$ cat src/rtl/uart_program_loader.sv
// rtl/uart_program_loader.sv - UART-fed instruction-memory loader with CPU run/hold control
//
// Receives a 16-bit instruction count followed by that many 16-bit words
// (each sent LSB first) and writes them to instruction memory. The CPU is
// held while loading and released by the next RESET.
//
// Ports:
//   CLK            system clock
//   RESET          synchronous active-low reset
//   wait_transport active-low load request
//   rx_valid       one-cycle strobe, rx_data holds a received byte
//   rx_data        received UART byte
//   imem_we        instruction-memory write strobe (one cycle)
//   imem_addr      write address
//   imem_wdata     write data
//   cpu_run        1 = CPU runs, 0 = CPU held at PC 0
//   led_loading    1 while a load is in progress
//   err_flag       sticky overflow/timeout error
//   loaded_count   instruction count of the last load
module uart_program_loader #(
  parameter int ADDR_W      = 8,
  parameter int TIMEOUT_CYC = 1000000
) (
  input  logic              CLK,
  input  logic              RESET,
  input  logic              wait_transport,
  input  logic              rx_valid,
  input  logic [7:0]        rx_data,
  output logic              imem_we,
  output logic [ADDR_W-1:0] imem_addr,
  output logic [15:0]       imem_wdata,
  output logic              cpu_run,
  output logic              led_loading,
  output logic              err_flag,
  output logic [15:0]       loaded_count
);

  localparam logic [16:0] DEPTH17 = 17'(2 ** ADDR_W);
  localparam logic [31:0] TO_LIM  = 32'(TIMEOUT_CYC - 1);

  typedef enum logic [2:0] {
    S_RUN, S_CNT_L, S_CNT_H, S_INS_L, S_INS_H, S_WRITE, S_DONE, S_ERR
  } state_t;

  state_t      state;
  logic [7:0]  low_byte;
  logic [15:0] index;
  logic        skid_valid;
  logic [7:0]  skid_data;
  logic [31:0] to_cnt;

  // Survives RESET; starts at zero after configuration.
  logic [15:0] count_q = 16'd0;

  logic       in_valid;
  logic [7:0] in_data;
  logic       start_req;

  assign loaded_count = count_q;

  // A byte parked in the skid register takes precedence over the live input.
  assign in_valid  = skid_valid | rx_valid;
  assign in_data   = skid_valid ? skid_data : rx_data;
  assign start_req = !wait_transport &&
                     (state == S_RUN || state == S_DONE || state == S_ERR);

  always_ff @(posedge CLK) begin
    if (!RESET) begin
      state       <= S_RUN;
      cpu_run     <= 1'b1;
      imem_we     <= 1'b0;
      imem_addr   <= '0;
      imem_wdata  <= 16'd0;
      led_loading <= 1'b0;
      err_flag    <= 1'b0;
      low_byte    <= 8'd0;
      index       <= 16'd0;
      skid_valid  <= 1'b0;
      skid_data   <= 8'd0;
      to_cnt      <= 32'd0;
    end else begin
      imem_we <= 1'b0;
      if (start_req) begin
        state       <= S_CNT_L;
        cpu_run     <= 1'b0;
        led_loading <= 1'b1;
        err_flag    <= 1'b0;
        to_cnt      <= 32'd0;
        skid_valid  <= 1'b0;
      end else begin
        case (state)
          S_RUN: cpu_run <= 1'b1;

          S_CNT_L, S_CNT_H, S_INS_L, S_INS_H: begin
            if (in_valid) begin
              // If the skid byte is consumed while a new byte arrives, park the new one.
              skid_valid <= skid_valid & rx_valid;
              skid_data  <= rx_data;
              to_cnt     <= 32'd0;
              case (state)
                S_CNT_L: begin
                  low_byte <= in_data;
                  state    <= S_CNT_H;
                end
                S_CNT_H: begin
                  count_q <= {in_data, low_byte};
                  if ({in_data, low_byte} == 16'd0) begin
                    state       <= S_DONE;
                    led_loading <= 1'b0;
                  end else begin
                    state <= S_INS_L;
                    index <= 16'd0;
                  end
                end
                S_INS_L: begin
                  low_byte <= in_data;
                  state    <= S_INS_H;
                end
                S_INS_H: begin
                  state <= S_WRITE;
                  if ({1'b0, index} < DEPTH17) begin
                    imem_we    <= 1'b1;
                    imem_addr  <= index[ADDR_W-1:0];
                    imem_wdata <= {in_data, low_byte};
                  end else begin
                    // Overflow words are consumed but not written to keep framing.
                    err_flag <= 1'b1;
                  end
                end
                default: state <= S_RUN;
              endcase
            end else if (to_cnt >= TO_LIM) begin
              state       <= S_ERR;
              led_loading <= 1'b0;
              err_flag    <= 1'b1;
            end else begin
              to_cnt <= to_cnt + 32'd1;
            end
          end

          S_WRITE: begin
            if (rx_valid) begin
              skid_valid <= 1'b1;
              skid_data  <= rx_data;
              to_cnt     <= 32'd0;
            end
            index <= index + 16'd1;
            if (index + 16'd1 == count_q) begin
              state       <= S_DONE;
              led_loading <= 1'b0;
            end else begin
              state <= S_INS_L;
            end
          end

          S_DONE: cpu_run <= 1'b0;

          S_ERR: cpu_run <= 1'b0;

          default: state <= S_RUN;
        endcase
      end
    end
  end

endmodule

$ cat config.mk
export PLATFORM = sky130hd
export DESIGN_NAME = uart_program_loader
export DESIGN_NICKNAME = d
export VERILOG_FILES = /design/src/rtl/uart_program_loader.sv
export SDC_FILE = /design/constraint.sdc
export NUM_CORES = 1
export LEC_CHECK = 0
export ABC_AREA = 1
export CAP_MARGIN = 0
export CORE_ASPECT_RATIO = 1.25
export CORE_MARGIN = 2
export CORE_UTILIZATION = 51
export CTS_BUF_LIST = sky130_fd_sc_hd__clkbuf_8 sky130_fd_sc_hd__clkbuf_16
export CTS_CLUSTER_SIZE = 16
export DETAILED_ROUTE_END_ITERATION = 6
export PLACE_DENSITY = 0.83
export SYNTH_ARGS = -nofsm -noshare
export SYNTH_HDL_FRONTEND = slang
export SYNTH_SLANG_ARGS = --single-unit
$ cat constraint.sdc
create_clock -name CLK -period 3.4 [get_ports CLK]
set_input_delay 1.02 -clock CLK [delete_from_list [all_inputs] [get_ports CLK]]
set_output_delay 1.02 -clock CLK [all_outputs]
set_load 0.02 [all_outputs]
==> run_results.csv <==
group,metric,value,unit
status,status,"complete, no violations",
synth,synth_top_cell_by_area,"dfxtp_1",
power,total_power,4000,uW
worst_setup_path,cpPeakStageDelay,0.49,ns
worst_setup_path,path_delay_family,"simple AND/OR/NAND/NOR gates",
placed_design,gp_congestion,0.917,
final_layout,syn2layout_area_growth,17.3,%
worst_setup_path,worstPathMaxFanout,30,
floorplan,die_height,120,um
power,p_per_area,621,nW/um^2
clock_tree,postCtsHoldBufs,0,
timing,setup_viol,0,
clock_tree,clock_sinks,112,
clock_tree,cts_buffer_depth,2,
synth,synth_nets,757,
floorplan,io_pins,56,
placed_design,place_ws,0.273,ns
worst_setup_path,start_kind,"primary input",
global_routing,overflow,0,
route,met1_length,5.33,mm
synth,syn_area,5490,um^2
placed_design,dp.cells,917,
run,drv_cap,0,
worst_setup_path,cp_slowest_cell,"clkdlybuf4s50_1",
worst_setup_path,crit_chain,"clkdlybuf4s50_1 > nor2_1 > inv_1 > nor2_2 > nor2_8 > inv_4 > o21ai_4 > nand2_1 > xor2_1 > nor2_1",
worst_setup_path,reg2regPathDepth,13,
clock_tree,clk_pin_slew,0.07,ns
timing,grt_setup_unrepaired,"no",
floorplan,core,10600,um^2
synth,synth_area_leaders,"dfxtp_1 35%, nand2_1 10%, edfxtp_1 8.8%",
final_layout,antennaDiodeCount,0,
placed_design,placed_area,6130,um^2
clock_tree,cts-root-buf,"clkbuf_16",
synth,synthArstFlopShare,0,
synth,synth.mux.area_fraction,0,
power,p_leak,0.00242,uW
synth,yosysSeqAreaShare,0.438,
timing,setup_tns,0,ns
worst_setup_path,required,3.64,ns
clock_tree,cts_setup_buffers,0,
timing,layout_setup_ws,0.618,ns
synth,synthTopCellsByCount,"148 x nand2_1, 96 x dfxtp_1, 87 x inv_1, 79 x nor2_1, 55 x nand3_1",
route,antenna_left,0,
timing,hold_viol,0,
synth,synth.avg_cell_area,7.38,um^2
synth,synth-edff-count,16,
floorplan,start_util,0.519,
route,via_per_inst,5.45,
route,highest_layer,"met4",
clock_tree,ctsResizeCount,0,
worst_hold_path,worstHoldStart,"imem_wdata[12]$_SDFFE_PN0P_",
worst_hold_path,hold_class,"reg -> reg",
route,drt-initial-drc-count,345,
worst_setup_path,path_buf_inv,3,
global_routing,antenna_found_initial,0,
global_routing,grt_max_degree,44,
final_layout,design_area,6430,um^2
placed_design,post-dp-hpwl,9.64,mm
synth,synth_most_common_cell,"nand2_1",
synth,ys_ff_latch,112,
global_routing,grt_pass1_vias,4688,
floorplan,row_count,42,
clock_tree,cts_buffers,9,
route,detail_route.first_pass.iterations,5,
timing,fin_crit,2.78,ns
worst_setup_path,cp_data_arrival_time,3.02,ns
route,wl_per_cell,14.0,um
clock_tree,cts_tree,"yes",
timing,fin_worst_skew,0.00892,ns
synth,synth_cells,743,
final_layout,instances_no_fill,933,
worst_setup_path,r2r_end,"to_cnt[14]$_SDFFE_PP0P_",
synth,synth-simple-area-share,0.315,
timing,fin_crit_sh,0.818,
synth,synth_ff_type,"dfxtp_1",
clock_tree,h-tree-depth,3,
placed_design,port_buffers,55,
global_routing,grt_pass1_wl,21.5,mm
route,vias,5088,
worst_setup_path,cpMostUsedCell,"nor2_1",
synth,synth-compound-area-share,0.142,
timing,final_max_slew_viol_count,0,
global_routing,grt.total_usage,0.228,
worst_hold_path,hold_path_end,"imem_wdata[12]$_SDFFE_PN0P_",
timing,worst_pin_slew,0.876,ns
clock_tree,clock_latency,0.35,ns
synth,synth_xor_area_frac,0.00958,
synth,ys.warnings.count,0,
worst_hold_path,whs_path_depth,2,
worst_setup_path,worst-setup-path-type,"in -> reg",
synth,yosys.area_share.adder,0.00456,
final_layout,drive_gt1_frac,0.106,
route,wl_met3,638,um
timing,fmax,360,MHz
synth,synth_top_family_by_area,"simple AND/OR/NAND/NOR gates",
synth,synthDistinctLibCells,43,
route,wirelength,13.1,mm
timing,slew_headroom,0.414,
worst_setup_path,regToRegSetupSlack,0.86,ns
floorplan,die-area,11600,um^2
floorplan,die_x,96.8,um
worst_setup_path,end_kind,"register",
route,wl_met2,6.58,mm
worst_setup_path,worstReg2RegStart,"to_cnt[0]$_SDFFE_PP0P_",
route,drcViolationCount,0,
final_layout,final_net_count,810,
synth,yosysTopAreaCellShare,0.350,
power,peakVddDrop,0.000547,V
-- layer usage --
metal | vias to the layer above | global-route usage
li1 | 2557 | -
met1 | 2305 | 0.266
met2 | 183 | 0.402
met3 | 43 | 0.0367
met4 | 0 | 0.115
met5 | - | 0
-- flip-flops by register name (all words and copies together), names as in the netlist --
register / cells
imem_addr: 8
skid_data: 8
low_byte: 8
cpu_run: 1
led_loading: 1
state: 3
imem_we: 1
err_flag: 1
imem_wdata: 16
index: 16
skid_valid: 1
loaded_count: 16
to_cnt: 32
-- how the worst max path moves through the flow --
stage,from,to,depth (start not counted)
6_report,rx_valid,to_cnt[9]$_SDFFE_PP0P_,10
3_3_place_gp,rx_valid,to_cnt[9]$_SDFFE_PP0P_,10
4_1_cts,rx_valid,to_cnt[9]$_SDFFE_PP0P_,10
5_1_grt,rx_valid,to_cnt[2]$_SDFFE_PP0P_,10
3_5_place_dp,rx_valid,to_cnt[9]$_SDFFE_PP0P_,10
2_1_floorplan,RESET,loaded_count[0]$_DFFE_PP_,5
-- cells by family (layout without fill, tap and decap cells) --
family	count (synthesis)	after routing
AOI/OAI and AO/OA	138	138
xor gates and xnor gates	6	6
adders and majority gates	2	2
buffers and inverters	117	175
DFF	112	112
and+or+nand+nor	368	368
-- power breakdown --
group          leakage, uW  switching, uW  internal, uW
combinational      0.00134            926           401
sequential        0.000925            113          1510
clock             0.000150            472           580
total              0.00242           1510          2490
-- stage by stage --
stage | hold slack, ns | utilization
final | 0.444 | 0.609
after global routing | 0.465 | 0.609
after global placement | 0.432 | 0.581
after floorplan | 0.422 | -
after CTS | 0.446 | 0.609
after detailed placement | 0.436 | 0.581
-- layout make-up --
cell class	instances	area, um^2
fillers	930	4130
multi-input cells	514	2590
flip-flops and latches	112	2400
repair buffers	63	611
inverters	96	368
clock buffers	12	278
well taps	132	165
clock inverters	4	23.8
-- worst min-delay path: stages (launching register included) --
cell     delay [ns]
dfxtp_1        0.31
inv_1          0.04
a21oi_1        0.05
-- layout by cell type, fill, tap and decap left out, types with 12 or more instances in the layout --
cell type	synthesis	layout
nand2_1	148	148
dfxtp_1	96	96
inv_1	87	87
nor2_1	79	79
nand3_1	55	55
clkdlybuf4s50_1	0	55
o21ai_0	53	53
a21oi_1	50	50
nand4_1	18	18
nand2_2	17	17
edfxtp_1	16	16
nor3_1	13	13
nor3_2	12	12
Power figures use the tool's default switching activity.
